File: src/rtl/baud_pkg.sv
// baud_pkg: shared rate table, defaults and increment calculation for baud_tick_gen
package baud_pkg;
  localparam int CLK_HZ_D = 50_000_000;
  localparam int OVERSAMPLE_D = 16;
  localparam int NUM_RATES_D = 4;
  localparam int ACC_W_D = 24;
  localparam int RATE [NUM_RATES_D] = '{9600, 19200, 57600, 115200};
  localparam int SEL_W = $clog2(NUM_RATES_D);
  localparam int OS_HALF = OVERSAMPLE_D / 2;
  function automatic longint inc_calc(longint rate, longint os, longint clk_hz, int acc_w);
    return (rate * os * (longint'(1) << acc_w) + clk_hz / 2) / clk_hz;
  endfunction
endpackage

File: src/rtl/baud_tick_gen_phase_acc.sv
// baud_tick_gen_phase_acc: fractional phase accumulator; carry marks each oversample instant
module baud_tick_gen_phase_acc #(
  parameter int ACC_W = 24
) (
  input  logic             clk_50,
  input  logic             RESET,
  input  logic             restart,
  input  logic             enable,
  input  logic [ACC_W-1:0] inc,
  output logic             carry
);
  logic [ACC_W-1:0] acc;
  logic [ACC_W:0] sum;
  assign sum = {1'b0, acc} + {1'b0, inc};
  assign carry = sum[ACC_W] & enable & ~restart;
  // restart zeroes the phase and drops any carry; disabled cycles hold it
  always_ff @(posedge clk_50 or posedge RESET)
    if (RESET) acc <= '0;
    else if (restart) acc <= '0;
    else if (enable) acc <= sum[ACC_W-1:0];
endmodule

File: src/rtl/baud_tick_gen.sv
// baud_tick_gen: multi-rate oversample/mid-bit/bit-boundary strobe generator
module baud_tick_gen
  import baud_pkg::*;
#(
  parameter int CLK_HZ     = CLK_HZ_D,
  parameter int OVERSAMPLE = OVERSAMPLE_D,
  parameter int NUM_RATES  = NUM_RATES_D,
  parameter int ACC_W      = ACC_W_D
) (
  input  logic                         clk_50,
  input  logic                         RESET,
  input  logic                         ENABLE,
  input  logic [$clog2(NUM_RATES)-1:0] RATE_SEL,
  input  logic                         RESYNC,
  output logic                         OS_TICK,
  output logic                         MID_TICK,
  output logic                         BAUD_TICK,
  output logic [$clog2(NUM_RATES)-1:0] RATE_IDX
);
  localparam int sel_w = $clog2(NUM_RATES);
  localparam int os_w = $clog2(OVERSAMPLE);
  localparam int os_half = OVERSAMPLE / 2;
  if ((OVERSAMPLE & (OVERSAMPLE - 1)) != 0 || OVERSAMPLE < 4 || OVERSAMPLE > 64) begin : g_bad_os
    $error("OVERSAMPLE must be a power of two in 4..64");
  end
  logic [ACC_W-1:0] inc_tab [NUM_RATES];
  for (genvar g = 0; g < NUM_RATES; g++) begin : g_inc
    localparam longint v = inc_calc(RATE[g], OVERSAMPLE, CLK_HZ, ACC_W);
    if (v == 0 || v >= (longint'(1) << ACC_W)) begin : g_bad_inc
      $error("rate increment out of range");
    end
    assign inc_tab[g] = ACC_W'(v);
  end
  logic [sel_w-1:0] rate_q, sel_c;
  logic [os_w-1:0] os_cnt, os_nxt;
  logic carry, restart;
  assign sel_c = RATE_SEL > sel_w'(NUM_RATES - 1) ? sel_w'(NUM_RATES - 1) : RATE_SEL;
  assign restart = RESYNC | (sel_c != rate_q);
  assign os_nxt = os_cnt + 1'b1;
  assign RATE_IDX = rate_q;
  baud_tick_gen_phase_acc #(.ACC_W(ACC_W)) u_phase_acc (
    .clk_50 (clk_50),
    .RESET  (RESET),
    .restart(restart),
    .enable (ENABLE),
    .inc    (inc_tab[rate_q]),
    .carry  (carry)
  );
  // rate register, oversample counter and strobes; carry is already gated by restart/enable
  always_ff @(posedge clk_50 or posedge RESET)
    if (RESET) begin
      rate_q <= '0;
      os_cnt <= '0;
      OS_TICK <= 1'b0;
      MID_TICK <= 1'b0;
      BAUD_TICK <= 1'b0;
    end else begin
      rate_q <= sel_c;
      OS_TICK <= carry;
      MID_TICK <= carry & (os_nxt == os_w'(os_half));
      BAUD_TICK <= carry & (os_nxt == '0);
      os_cnt <= restart ? '0 : carry ? os_nxt : os_cnt;
    end
endmodule

File: config.mk
export PLATFORM = sky130hd
export DESIGN_NAME = baud_tick_gen
export DESIGN_NICKNAME = d
export VERILOG_FILES = /design/src/rtl/baud_pkg.sv /design/src/rtl/baud_tick_gen_phase_acc.sv /design/src/rtl/baud_tick_gen.sv
export SDC_FILE = /design/constraint.sdc
export NUM_CORES = 1
export LEC_CHECK = 0
export ABC_AREA = 1
export CAP_MARGIN = 15
export CORE_ASPECT_RATIO = 0.5
export CORE_MARGIN = 2
export CORE_UTILIZATION = 35
export DETAILED_ROUTE_END_ITERATION = 6
export PLACE_DENSITY = 0.55
export SETUP_SLACK_MARGIN = 0.4
export SLEW_MARGIN = 0
export SYNTH_ARGS = -nofsm -noshare
export SYNTH_HDL_FRONTEND = slang
export SYNTH_HIERARCHICAL = 1
export SYNTH_SLANG_ARGS = --single-unit
File: constraint.sdc
create_clock -name clk_50 -period 3.2 [get_ports clk_50]
set_input_delay 0.64 -clock clk_50 [delete_from_list [all_inputs] [get_ports clk_50]]
set_output_delay 0.64 -clock clk_50 [all_outputs]
set_load 0.05 [all_outputs]
* Word level (Yosys, flattened, before mapping)
Cells that the tools add are included.
** Word-level totals
- Input port bits :: 6
- Output and inout port bits :: 5
- Register bits :: 33
- Word-level logic and storage cells :: 30
** Cells by class
- Reduce and logical (&&, ||, !) cells :: 3
- Bitwise operators :: 7
- Add/subtract/negate cells :: 2
- Equal/unequal tests :: 2
- Magnitude comparators :: 2
- Muxes and demuxes :: 8
** Operators with widths (count)
- 24-bit two-way mux :: 4
- 24-bit binary-select mux with 2-bit select :: 1
- 24-bit by 24-bit adder with 25-bit output :: 1
- 4-bit two-way mux :: 2
- 4-bit by 1-bit adder with 4-bit output, second input constant :: 1
- 1-bit bitwise AND :: 4
- 4-bit == test, second input constant :: 1
- 4-bit logical NOT :: 1
- 2-bit nonzero test :: 2
- 3-bit greater-or-equal comparator, second input constant :: 1
- 2-bit NOT with 3-bit output :: 1
- 2-bit greater-than comparator, second input constant :: 1
- 2-bit two-way mux :: 1
- 2-bit != test :: 1
- 1-bit NOT :: 1
- 1-bit OR :: 1

* Longest topological paths before layout
- Word-level depth :: 9
- Mapped depth :: 19
- Gate-level depth less buffers :: 19

* Modules after synthesis
The synthesis kept the hierarchy.
** Modules (own cells, without submodules)
- baud_tick_gen_phase_acc :: seq. area each 600.6 um^2, instances 1, cells an instance 451, area an instance 2622.5 um^2
- baud_tick_gen :: seq. area each 225.2 um^2, instances 1, cells an instance 61, area an instance 523.0 um^2

* Worst setup path before layout
OpenSTA, ideal clock, no wires.
- Kind :: register to register
- From :: register rate_q[0], in the netlist RATE_IDX[0]
- To :: register os_cnt[2]
- Buffers on the path :: 0
- Required time :: 3.080 ns
- Clock period less this slack :: 2.887 ns
- Cell stages (with the launch flop) :: 20
- Setup time :: 0.120 ns
- Slack :: 0.313 ns
- Data arrival time :: 2.767 ns
- Path through :: dfrtp_1 inv_1 ha_1 or2_2 ha_1 nand2_1 nor2_1 nand2_1 nand3_1 nand2_1 nand2_1 nand2_1 nand2_1 nand2_1 inv_1 inv_1 nand2_1 nand2_1 inv_1 nor2_1
** Between the ends
- Cells in the longest elaborated chain, start to end :: 8
- Elaborated cells between the ends (all ways) :: 12
- Classes of those cells :: 1 x add/sub; 1 x eq/ne; 4 x mux; 5 x bitwise; 1 x reduce/logical
** RTL lines
- from (decl) :: RTL line baud_tick_gen.sv:34 : logic [sel_w-1:0] rate_q, sel_c;
- from (signal assigned) :: RTL line baud_tick_gen.sv:58 : rate_q <= sel_c;
- 2-bit NOT with 3-bit output (implied by the code) :: RTL line baud_tick_gen.sv:46 : .inc (inc_tab[rate_q]),
- 24-bit binary-select mux with 2-bit select :: RTL line baud_tick_gen.sv:46
- 24-bit two-way mux (implied by the code) (2 in series) :: RTL line baud_tick_gen.sv:46
- 24-bit by 24-bit adder with 25-bit output :: RTL line baud_tick_gen_phase_acc.sv:14 : assign sum = {1'b0, acc} + {1'b0, inc};
- 1-bit bitwise AND :: RTL line baud_tick_gen_phase_acc.sv:15 : assign carry = sum[ACC_W] & enable & ~restart;
- 1-bit bitwise AND (*) :: RTL line baud_tick_gen_phase_acc.sv:15
- named net carry :: RTL line baud_tick_gen.sv:36 : logic carry, restart;
- 2-bit nonzero test (no source line) (*)
- to (signal assigned) :: RTL line baud_tick_gen.sv:62 : os_cnt <= restart ? '0 : carry ? os_nxt : os_cnt;
- to (decl) :: RTL line baud_tick_gen.sv:35 : logic [os_w-1:0] os_cnt, os_nxt;
The timed path passes the listed nets; every way through them passes the cells marked *. The select of a mux whose other input is x is not followed.
A chain may end at the register's enable or synchronous reset.

* Final worst setup path
- From :: register rate_q[1], in the netlist RATE_IDX[1]
- To :: register os_cnt[2]
Same word-level chain as after synthesis.

==> summary.md <==
| Metric | Value |
|---|---|
| YS warnings | 6 |
| Count of cell types in the netlist | 30 |
| Synth top area cells | dfrtp_1, nand2_1, ha_1, inv_1, nor2_1 |
| #FFs+latches synth | 33 |
| Flop2flop setup slack | 0.65 ns |
| Core area | 0.008708 mm2 |
| DP HPWL | 7047 um |
| Fillers | 934 |
| Number of global-route vias before repair | 2,825 |
| Gpl congestion | 0.9033 |
| Clock skew | 0.005330 ns |
| Post-synthesis xor/xnor area fraction | 0.008353 |
| Die Area | 0.009808 mm2 |
| Rows | 24 |
| Gr ovfl total | 0 |
| Via density | roughly 4.6 |
| Slew @ Worst Pin | 0.4997 ns |
| Final Non-Filler Cells | 659 |
| CTS root buf | clkbuf_16 |
| DR WL/cell | approximately 13 um |
| Overall global routing resource usage | 0.1883 |
| EDFF count, synth | 0 |
| # setup viols final | 0 |
| Worst vdd ir | between 0.15 and 0.2 mV |
| H-tree level count | 2 |
| WS Path Type | reg2reg |
| Final hold vios | 0 |
| Area share of fa/ha/maj cells after synthesis | 0.1337 |
| I/O Pins | 11 |
| Power Total | 1.319 mW |
| Reg2reg start | RATE_IDX[1]$_DFF_PP0_ |
| Initial antenna violation count | 0 |
| Initial DRC count | between 200 and 250 |
| Critical Path Start Type | flip-flop |
| Largest net degree at the start of global routing | 25 |
| DRT antenna net count | 0 |
| Fraction of layout instances using a drive strength above 1 | 0.09410 |
| Top_reg_cell synth | dfrtp_1 |
| Fmax | 0.3926 GHz |
| Commonest cells in the synthesized netlist | nand2_1, inv_1, nor2_1 |
| Syn Std Cell Area | 0.003146 mm2 |
| Largest family of logic cells by synthesized area | simple AND/OR/NAND/NOR gates |
| Router iterations before antenna repair | 4 |
| Worst setup path start | RATE_IDX[1]$_DFF_PP0_ |
| Worst-Skew Late Latency | 0.29 ns |
| CP Data Arrival Time | 2.77 ns |
| CP Capture Type | flip-flop |
| Pwr/cell area | 356.4 mW/mm2 |
| Maxcap violations | 0 |
| Status | completed |
| CTS max path bufs | 2 |
| # diodes | 0 |
| Starting Density | 0.3612 |
| Register area share after synthesis | 0.2625 |
| Fin nets | a little under 600 |
| CP Data Required Time | 3.42 ns |
| Synthesized instance count | 512 |
| Hold buffers post-CTS | 0 |
| Drt drc | 0 |
| Layout area overhead | 17.62% |
| FFs w/ async S/R, synth | 1.000 |
| TritonCTS clock tree | yes |
| First-pass GRT wire length | 14,320 um |
| RSZ-0062 raised after global routing | no |
| Num CTS Buffers | 5 |
| Setup TNS Final | 0 ns |
| Tcrit/Tclk final | 0.7960 |
| Area of the multi-input gates | 0.002009 mm2 |
| Worst slew margin | 0.6658 |
| TritonCTS Sinks | 33 |
| Critical-path maximum fanout | 6 |
| Total wire length | 8754 um |
| Tightest Hold Check Type | reg2reg |
| Port Buf Inserts | 10 |
| Final Slew Violations | 0 |
| Placed insts | between 600 and 700 |
| Post-synth top area share | 0.2625 |
| Top-count cell post-synth | nand2_1 |
| Largest area contributor in the netlist | dfrtp_1 |
| Clk slew on worst S/H paths | 0.06 ns |
| Die W | 138.1 um |
| P_leak | between 2 and 2.5 nW |
| Min-delay src | u_phase_acc/acc[21]$_DFFE_PP0P_ |
| Sequential Area | a little over 800 um2 |
| Complex-gate fraction of the synthesized area | 0.07160 |
| Simple-gate share of the synthesized area | 0.4021 |
| Mean Syn Cell Area | about 6.1 um2 |
| Vias | about 3,000 |
| Mux cell area share after synthesis | 0.003182 |
| Die Ht | 71.04 um |
| Minimum clock period after layout | ~2.5 ns |
power breakdown:
| part | internal [mW] | switching [mW] | total (mW) |
|---|---|---|---|
| registers | 0.429 | 0.00872 | 0.438 |
| clock network | 0.389 | 0.196 | 0.584 |
| logic | 0.0981 | 0.198 | 0.296 |
per-layer routing:
metal,global-route usage,wire (um),up-vias,part of all wire
met4,0.04535,82,0,0.0094
met1,0.2803,4598,1321,0.53
met5,0,0,-,0
li1,-,-,1630,-
met3,0.03182,443,8,0.051
met2,0.2855,3629,52,0.41
final cells by class:
class	count	share of cell area
clock buffers	6	0.03754
clock inverters	2	0.01015
repair buffers	21	0.04937
well taps	117	0.03957
inverters	95	0.09638
multi-input cells	385	0.5431
flip-flops and latches	33	0.2239
cell usage in the layout (no fill, tap or decap), drive strengths merged, types with 2 or more instances in the layout:
| cell type | count |
|---|---|
| buf | 11 |
| clkbuf | 6 |
| or2 | 2 |
| conb | 5 |
| nand3 | 33 |
| xnor2 | 3 |
| dfrtp | 33 |
| nor2 | 49 |
| inv | 95 |
| o31ai | 2 |
| nand3b | 2 |
| nand2 | 207 |
| nand4 | 6 |
| o21ai | 13 |
| a21oi | 21 |
| ha | 32 |
| a22o | 2 |
| clkdlybuf4s50 | 10 |
| nor3 | 3 |
repair_timing:
item | in CTS | in global routing
setup buffers | 1 | 4
setup endpoints to repair | 4 | 6
pin swaps | 0 | 0
resized for setup | 1 | 9
final timing paths:
kind / depth (start not counted) / end
setup / recovery: 19 / os_cnt[2]$_DFFE_PP0P_
hold / removal: 2 / u_phase_acc/acc[21]$_DFFE_PP0P_
min in group asynchronous: 2 / os_cnt[3]$_DFFE_PP0P_
setup reg to reg: 19 / os_cnt[2]$_DFFE_PP0P_
hold reg to reg: 2 / u_phase_acc/acc[21]$_DFFE_PP0P_
max in group asynchronous: 3 / u_phase_acc/acc[5]$_DFFE_PP0P_
kinds of logic (layout without fill, tap and decap cells):
group	Yosys count	after routing
mux	1	1
flops	33	33
fa+ha+maj	33	33
compound gates	40	40
buf+inv	98	124
xor+xnor	3	3
simple gates	303	303
other cells	1	5
critical path, cell delays in order, from the launching register on:
cell     delay (ns)
dfrtp_2        0.44
inv_1          0.11
ha_1           0.18
inv_2          0.10
fa_1           0.46
nand3_1        0.13
nand3_1        0.12
nand2_1        0.10
nand3_2        0.10
nand2_1        0.10
nand2_1        0.08
nand2_1        0.06
nand2_1        0.05
nand2_1        0.08
inv_2          0.07
inv_1          0.09
nand2_1        0.05
nand2_1        0.06
inv_1          0.03
nor2_1         0.07
per-stage QoR:
step	cell area (um2)	hold slack, ns	setup slack (ns)	util
after global placement	3445	0.4681	0.4452	0.3955
final	3700	0.4864	0.6528	0.4249
after floorplan	3163	0.4529	0.5310	-
after detailed placement	3445	0.4734	0.3369	0.3955
after CTS	3628	0.4948	0.4496	0.4167
after global routing	3700	0.5214	0.3910	0.4249
state kept, by name (all words and copies together), names as in the netlist:
signal           count
BAUD_TICK            1
RATE_IDX             2
u_phase_acc/acc     24
MID_TICK             1
os_cnt               4
OS_TICK              1
Power figures use the tool's default switching activity.
